`config.mk`:
```
export PLATFORM = sky130hd
export DESIGN_NAME = sys_ctrl
export DESIGN_NICKNAME = d
export VERILOG_FILES = /design/src/rtl/sys_ctrl.sv
export SDC_FILE = /design/constraint.sdc
export NUM_CORES = 1
export LEC_CHECK = 0
export ABC_AREA = 1
export CAP_MARGIN = 20
export CORE_ASPECT_RATIO = 1.1
export CORE_MARGIN = 5
export CORE_UTILIZATION = 49
export CTS_CLUSTER_SIZE = 14
export DETAILED_ROUTE_END_ITERATION = 16
export PLACE_DENSITY_LB_ADDON = 0.2
export SYNTH_ARGS = -nofsm -noshare
export SYNTH_HDL_FRONTEND = slang
export SYNTH_SLANG_ARGS = --single-unit
```
`constraint.sdc`:
```
create_clock -name CLK -period 2.1 [get_ports CLK]
set_input_delay 0.525 -clock CLK [delete_from_list [all_inputs] [get_ports CLK]]
set_output_delay 0.525 -clock CLK [all_outputs]
set_load 0.05 [all_outputs]
```
`src/rtl/sys_ctrl.sv`:
```
// System controller: decodes synchronized UART command bytes into register-file
// accesses and ALU operations, and returns results byte-wise to the transmit path.
module sys_ctrl #(
    parameter int unsigned DATA_WIDTH = 8,
    parameter int unsigned ADDR_WIDTH = 4,
    parameter int unsigned ALU_WIDTH  = 16
) (
    input  logic                  CLK,
    input  logic                  RST,
    input  logic [DATA_WIDTH-1:0] rx_data,
    input  logic                  rx_valid,
    input  logic [DATA_WIDTH-1:0] rf_rd_data,
    input  logic                  rf_rd_valid,
    input  logic [ALU_WIDTH-1:0]  alu_out,
    input  logic                  alu_valid,
    input  logic                  tx_busy,
    output logic [ADDR_WIDTH-1:0] rf_addr,
    output logic [DATA_WIDTH-1:0] rf_wr_data,
    output logic                  rf_wr_en,
    output logic                  rf_rd_en,
    output logic [3:0]            alu_fun,
    output logic                  alu_en,
    output logic                  clk_gate_en,
    output logic [DATA_WIDTH-1:0] tx_data,
    output logic                  tx_valid
);

    localparam logic [DATA_WIDTH-1:0] CMD_WR      = DATA_WIDTH'(8'hAA);
    localparam logic [DATA_WIDTH-1:0] CMD_RD      = DATA_WIDTH'(8'hBB);
    localparam logic [DATA_WIDTH-1:0] CMD_ALU_OP  = DATA_WIDTH'(8'hCC);
    localparam logic [DATA_WIDTH-1:0] CMD_ALU_NOP = DATA_WIDTH'(8'hDD);
    localparam logic [ADDR_WIDTH-1:0] ADDR_OP_A   = ADDR_WIDTH'(0);
    localparam logic [ADDR_WIDTH-1:0] ADDR_OP_B   = ADDR_WIDTH'(1);

    typedef enum logic [3:0] {
        IDLE,
        WR_ADDR,
        WR_DATA,
        RD_ADDR,
        RD_WAIT,
        OP_A,
        OP_B,
        ALU_FUN,
        ALU_WAIT,
        SEND_RD,
        SEND_LO,
        SEND_HI
    } state_t;

    state_t                state;
    logic [DATA_WIDTH-1:0] rd_cap;
    logic [ALU_WIDTH-1:0]  alu_cap;

    // Strobes default low each cycle; the clock gate trails the ALU states by one cycle.
    always_ff @(posedge CLK or posedge RST) begin
        if (RST) begin
            state       <= IDLE;
            rd_cap      <= '0;
            alu_cap     <= '0;
            rf_addr     <= '0;
            rf_wr_data  <= '0;
            rf_wr_en    <= 1'b0;
            rf_rd_en    <= 1'b0;
            alu_fun     <= 4'h0;
            alu_en      <= 1'b0;
            clk_gate_en <= 1'b0;
            tx_data     <= '0;
            tx_valid    <= 1'b0;
        end else begin
            rf_wr_en    <= 1'b0;
            rf_rd_en    <= 1'b0;
            alu_en      <= 1'b0;
            tx_valid    <= 1'b0;
            clk_gate_en <= (state == ALU_FUN) || (state == ALU_WAIT);

            case (state)
                IDLE: begin
                    if (rx_valid) begin
                        case (rx_data)
                            CMD_WR:      state <= WR_ADDR;
                            CMD_RD:      state <= RD_ADDR;
                            CMD_ALU_OP:  state <= OP_A;
                            CMD_ALU_NOP: state <= ALU_FUN;
                            default:     state <= IDLE;
                        endcase
                    end
                end

                WR_ADDR: begin
                    if (rx_valid) begin
                        rf_addr <= rx_data[ADDR_WIDTH-1:0];
                        state   <= WR_DATA;
                    end
                end

                WR_DATA: begin
                    if (rx_valid) begin
                        rf_wr_data <= rx_data;
                        rf_wr_en   <= 1'b1;
                        state      <= IDLE;
                    end
                end

                RD_ADDR: begin
                    if (rx_valid) begin
                        rf_addr  <= rx_data[ADDR_WIDTH-1:0];
                        rf_rd_en <= 1'b1;
                        state    <= RD_WAIT;
                    end
                end

                // Bytes arriving while a response is outstanding are dropped.
                RD_WAIT: begin
                    if (rf_rd_valid) begin
                        rd_cap <= rf_rd_data;
                        state  <= SEND_RD;
                    end
                end

                OP_A: begin
                    if (rx_valid) begin
                        rf_addr    <= ADDR_OP_A;
                        rf_wr_data <= rx_data;
                        rf_wr_en   <= 1'b1;
                        state      <= OP_B;
                    end
                end

                OP_B: begin
                    if (rx_valid) begin
                        rf_addr    <= ADDR_OP_B;
                        rf_wr_data <= rx_data;
                        rf_wr_en   <= 1'b1;
                        state      <= ALU_FUN;
                    end
                end

                ALU_FUN: begin
                    if (rx_valid) begin
                        alu_fun <= rx_data[3:0];
                        alu_en  <= 1'b1;
                        state   <= ALU_WAIT;
                    end
                end

                ALU_WAIT: begin
                    if (alu_valid) begin
                        alu_cap <= alu_out;
                        state   <= SEND_LO;
                    end
                end

                SEND_RD: begin
                    if (!tx_busy) begin
                        tx_data  <= rd_cap;
                        tx_valid <= 1'b1;
                        state    <= IDLE;
                    end
                end

                // ALU result leaves low byte first.
                SEND_LO: begin
                    if (!tx_busy) begin
                        tx_data  <= alu_cap[DATA_WIDTH-1:0];
                        tx_valid <= 1'b1;
                        state    <= SEND_HI;
                    end
                end

                SEND_HI: begin
                    if (!tx_busy) begin
                        tx_data  <= alu_cap[ALU_WIDTH-1 -: DATA_WIDTH];
                        tx_valid <= 1'b1;
                        state    <= IDLE;
                    end
                end

                default: state <= IDLE;
            endcase
        end
    end

endmodule

```
==> impl_results.md, run 1 <==
- Vias in the first global route: ~2.2k
- CP endpoint kind: output pin
- Most common cell in the netlist: nand2_1
- CTS HTree Levels: 3
- Max-cap violations: 0
- Slew Limit Fails: 0
- CTS Buf Count: 9
- GR Util All Layers: a little under a fifth
- Setup tns final: 0 ns
- VDD IR max: 0.5426 mV
- # diodes: 0
- Top cell type's share of synthesized area: roughly 52%
- Sequential element share of the synthesized area: 52.44%
- Critical Path Fanout Max: 2
- Gr ovfl total: 0
- WHS: 0.4766 ns
- Site Rows: 28
- WP buf/inv: 1
- Worst-path clk slew: about 0.060 ns
- WP data arrival: roughly 1.5 ns
- CP peak stage delay: around 0.8 ns
- Setup Viol. Count Final: 0
- PwrDens: around 1200 mW/mm²
- Initial antenna violation count: 0
- Core outline area: 0.005395 mm²
- Critical path class: reg2out
- GPL Wtd Cong: between 0.8 and 0.9
- Setup crit start: rf_addr[0]$_DFFE_PP0P_
- Starting Density: 50.42%
- DP HPWL: between 4000 and 5000 µm
- Synth cell count leaders: nand2_1, dfrtp_1, nand3_1
- Largest net degree at the start of global routing: 58
- I/O Buffers: 66
- Distinct cells, synth: 22
- Number of synthesized register bits: 57
- Critical Path RT: 1.57 ns
- Wirelength, routed: ~6000 µm
- Setup WS pre-CTS: around 0.18 ns
- Layout area overhead: 34.22%
- Worst setup SP type: flip-flop
- First-pass GRT wire length: 10,170 µm
- Worst Hold Launch: alu_cap[14]$_DFFE_PP0P_
- FMAX: just under 500 MHz
- Num Clock Sinks: between 50 and 60
- Height of the die: around 88 µm
- Drt drc: 0
- Layout cell share with drive strength beyond 1: a little under an eighth
- Final hold vios: 0
- Detail Route Antenna Nets: 0
- Final min period: 2.048 ns
- Min-Delay Path Class: reg2reg
- Drt via density: roughly 4.9
- Synth top area cells: dfrtp_1, nand2_1, nand3_1
- Worst-Skew Late Latency: between 0.3 and 0.4 ns
- Total I/O pin count: 67
- Tot Pwr: approximately 4.4 mW
- Via count: 2,353
- Period utilization: between 90% and 100%
- Nets: 439
- Dpl cells: 465
- Worst slew margin: around 66%
- Die X: 81.04 µm
- Cell taking the most area after synthesis: dfrtp_1
- DRT Pass-1 Iters: 4
- Post-Syn Instances: around 330
- CTS tree: built
- Setup ws final: about 0.052 ns
- Primary FF master, synth: dfrtp_1
- Fillers: approximately 480
- RSZ-0062 raised after global routing: no
- Synth Net Count: between 300 and 400
- Leakage: 1.880 nW
- Crit Reg-Reg Startpoint: state[3]$_DFFE_PP0P_
- CTS Buffer Depth: 2
- Hold_buf cts: 0
- FFs w/ async S/R, synth: between 90% and 100%
- DR WL/cell: approximately 13 µm
- YS warnings: 0
- CP cell instances: clkdlybuf4s50_1
- Post-Layout Cell Count: a little under 500
- Tightest Pin Transition: 0.5097 ns
- Status: finished, final reports clean
- Crit path max-delay cell type: clkdlybuf4s50_1
- Root Driver: clkbuf_8
- Die area: between 0.007 and 0.008 mm²
- Initial DRC Count: around 120
- Post-Syn Area: 0.002720 mm²
- Final Skew: 0.007323 ns
- EDFF count, synth: 0
- CP top delay family: buffers and inverters
- Synth Area per Inst: just over 8 µm²
through the flow:
step | utilization, % | instance area, µm²
floorplan | - | 2720
global placement | 64.12 | 3460
detailed placement | 64.12 | 3460
CTS | 67.63 | 3649
global route | 67.67 | 3651
finish | 67.67 | 3651
cells by family (layout without fill, tap and decap cells):
kind of cell	after synthesis	after routing	share of synthesized area, %
simple gates	196	196	31.78
buf+inv	35	113	5.474
compound gates	32	32	6.992
mux	8	8	3.312
flops	57	57	52.44
worst paths after layout:
kind | to | slack (ns) | cells past startpoint
setup / recovery | rf_addr[0] | 0.05 | 1
hold / removal | alu_cap[14]$_DFFE_PP0P_ | 0.48 | 2
setup reg to reg | rf_wr_data[1]$_DFFE_PP0P_ | 0.53 | 6
hold reg to reg | alu_cap[14]$_DFFE_PP0P_ | 0.48 | 2
max in group asynchronous | alu_cap[11]$_DFFE_PP0P_ | 1.28 | 3
min in group asynchronous | tx_data[7]$_DFFE_PP0P_ | 0.57 | 3
final cells by class:
class,count,area [µm²],area share [%]
well taps,75,93.84,2.570
repair buffers,68,688.2,18.85
clock inverters,3,40.04,1.097
multi-input cells,236,1145,31.36
flip-flops and latches,57,1426,39.07
inverters,29,108.9,2.981
clock buffers,13,148.9,4.078
routing by layer:
metal  share of wire [%]  GRT usage (%)  wire length, µm  vias to the layer above
met5                   0              0                0                        -
met2                  47          29.80             2873                       68
li1                    -              -                -                     1191
met1                  46          24.31             2773                     1089
met4                 1.0          6.452               61                        0
met3                 5.7          5.144              342                        5
repair_timing:
item                                    4_1_cts  5_1_grt
buffers inserted                              0        0
gates resized for setup                       0        1
hold endpoints to repair                      0        0
endpoints found under the setup margin        0        1
registers in the layout, summed over array words and instances, names as in the netlist:
signal	flops
alu_en	1
rf_wr_data	8
tx_valid	1
rf_wr_en	1
rd_cap	8
rf_addr	4
alu_fun	4
state	4
tx_data	8
alu_cap	16
rf_rd_en	1
clk_gate_en	1
where the power goes:
group	switching, mW	leakage, nW	internal [mW]
clock network	0.405	0.0974	0.578
registers	0.219	0.745	1.47
logic	1.10	1.04	0.598
placed cells by master (no fill, tap or decap), drive strengths merged:
cell type      instances
dfrtp                 57
clkbuf                13
nor2                  24
nand2                138
o21ai                 31
dlymetal6s2s           1
bufinv                 1
clkdlybuf4s50         64
nand4                  3
buf                    3
a21oi                  1
mux2                   8
nand3                 30
clkinv                 2
inv                   29
nor3                   1
worst register-to-register path, delay by kind of cell (launching register included):
family / cells / cell delay (ns)
simple gates: 4 / 0.81
compound gates: 2 / 0.15
flops: 1 / 0.48
No activity file was read; power rests on OpenSTA's default activity.
==> run 2, diff against run 1 <==
CORE_MARGIN = default   (was 5)
==> run 2 against run 1 <==
Clock power rose by 9%. Critical path depth unchanged. Wire length shrank 0.84%. First-iteration DRC count rose by 33%. Sequential share of layout area is 0.25 points lower. Largest power group unchanged.
==> impl_results.md, run 2 (synthesis gave the netlist of run 1 again) <==
- DP HPWL: 4357 µm
- Max FFs per register: 16
- Site Rows: 28
- Starting Density: between 50% and 60%
- Drt via density: about 4.9
- Total I/O pin count: 67
- CP endpoint kind: output pin
- Critical path class: reg2out
- Num Clock Sinks: 57
- Wirelength, routed: 6000 µm
- Drt drc: 0
- Critical Path RT: about 1.6 ns
- # diodes: 0
- Hold_buf cts: 0
- Nets: 440
- CP cell instances: clkdlybuf4s50_1
- Crit path max-delay cell type: clkdlybuf4s50_1
- Period utilization: a little over nine tenths
- Detail Route Antenna Nets: 0
- First-pass GRT wire length: between 10,000 and 15,000 µm
- Layout cell share with drive strength beyond 1: approximately an eighth
- Die area: 0.005854 mm²
- WP buf/inv: 1
- Status: finished, final reports clean
- Gr ovfl total: 0
- Largest net degree at the start of global routing: 58
- I/O Buffers: 66
- Slew Limit Fails: 0
- Min-Delay Path Class: reg2reg
- CP top delay family: buffers and inverters
- Die X: 73.04 µm
- CTS Buf Count: 9
- Initial antenna violation count: 0
- GPL Wtd Cong: between 0.8 and 0.9
- Root Driver: clkbuf_8
- Setup Viol. Count Final: 0
- DRT Pass-1 Iters: 4
- DR WL/cell: 12.45 µm
- Worst-Skew Late Latency: approximately 0.33 ns
- Area of the multi-input gates: 0.001145 mm²
- GR Util All Layers: roughly a quarter
- Worst slew margin: about two thirds
- CTS tree: built
- WHS: 0.4739 ns
- Height of the die: around 80 µm
- RSZ-0062 raised after global routing: no
- Vias in the first global route: around 2.2k
- FMAX: 491.2 MHz
- Final hold vios: 0
- Commonest non-fill, non-tap cell in the layout: nand2_1
- Max-cap violations: 0
- CP peak stage delay: 0.82 ns
- Core outline area: 0.005360 mm²
- CTS Buffer Depth: 2
- Worst setup SP type: flip-flop
- Sequential cell area: approximately 0.0014 mm²
- Setup tns final: 0 ns
- Fillers: around 450
- Layout area overhead: 35.10%
- Final min period: roughly 2 ns
- CTS HTree Levels: 3
- Leakage: ~1.9 nW
- Placed inst area: approximately 0.0035 mm²
- Design area: between 0.003 and 0.004 mm²
- Initial DRC Count: roughly 150
- Final Skew: a little under 0.009 ns
- Most frequent cells in the layout: nand2_1, clkdlybuf4s50_1, dfrtp_1
- Worst-path clk slew: around 0.06 ns
- Post-CTS setup buffers: 0
- Tightest Pin Transition: ~0.5 ns
- Post-cts gate resize count: 0
- Critical Path Fanout Max: 2
- PwrDens: ~1200 mW/mm²
- Via count: around 2.3k
- WP data arrival: around 1.5 ns
- Biggest register: alu_cap
- VDD IR max: roughly 0.65 mV
run 2: changes by cell type in the layout (fill, tap and decap cells not counted):
cell | before | now
clkbuf_8 | 10 | 12
clkbuf_1 | 3 | 2
clkinv_2 | 2 | 1
clkdlybuf4s50_1 | 64 | 65
buf_4 | 2 | 3
dlymetal6s2s_1 | 1 | 0
run 2: path summary, 6_finish.rpt:
| path | start | end | slack, ns | cells after the start |
|---|---|---|---|---|
| min reg2reg | alu_cap[6]$_DFFE_PP0P_ | alu_cap[6]$_DFFE_PP0P_ | 0.47 | 2 |
| max in group asynchronous | RST | alu_cap[6]$_DFFE_PP0P_ | 1.27 | 3 |
| min | alu_cap[6]$_DFFE_PP0P_ | alu_cap[6]$_DFFE_PP0P_ | 0.47 | 2 |
| max | rf_addr[0]$_DFFE_PP0P_ | rf_addr[0] | 0.06 | 1 |
| min in group asynchronous | RST | tx_data[0]$_DFFE_PP0P_ | 0.56 | 3 |
| max reg2reg | state[3]$_DFFE_PP0P_ | rf_wr_data[4]$_DFFE_PP0P_ | 0.51 | 7 |
run 2: cell type report:
class                   count  share of cell area, %
inverters                  29                  2.962
clock inverters             2                 0.9534
clock buffers              14                  4.699
flip-flops and latches     57                  38.82
multi-input cells         236                  31.15
well taps                  75                  2.554
repair buffers             69                  18.86
run 2: layer usage:
layer	vias up	track usage, %	wire length (µm)
li1	1187	-	-
met4	0	10.59	81
met5	-	0	0
met2	64	35.00	2846
met1	1090	33.47	2842
met3	7	4.266	230
run 2: worst register-to-register path, stage by stage, from the launching register on:
cell and delay [ns]:
dfrtp_1 0.48, nor2_1 0.28, inv_1 0.10, o21ai_2 0.16, nand2_2 0.22, inv_1 0.18, nand2_1 0.06, nand2_1 0.06
run 2: stage by stage:
stage | cells | setup WS, ns | power (mW) | utilization, %
after floorplan | 328 | 0.1754 | 2.826 | -
after global placement | 466 | 0.2740 | 3.358 | 64.68
after detailed placement | 466 | 0.2351 | 3.408 | 64.68
after CTS | 482 | 0.04978 | 4.480 | 68.56
after global routing | 482 | 0.009822 | 4.721 | 68.56
final | 482 | 0.06415 | 4.459 | 68.56
run 2: where the power goes:
part	internal, mW	total [mW]	leakage [nW]	switching [mW]
logic	0.600	1.70	1.03	1.10
clock network	0.645	1.07	0.107	0.425
registers	1.47	1.69	0.745	0.226
total	2.71	4.46	1.88	1.75
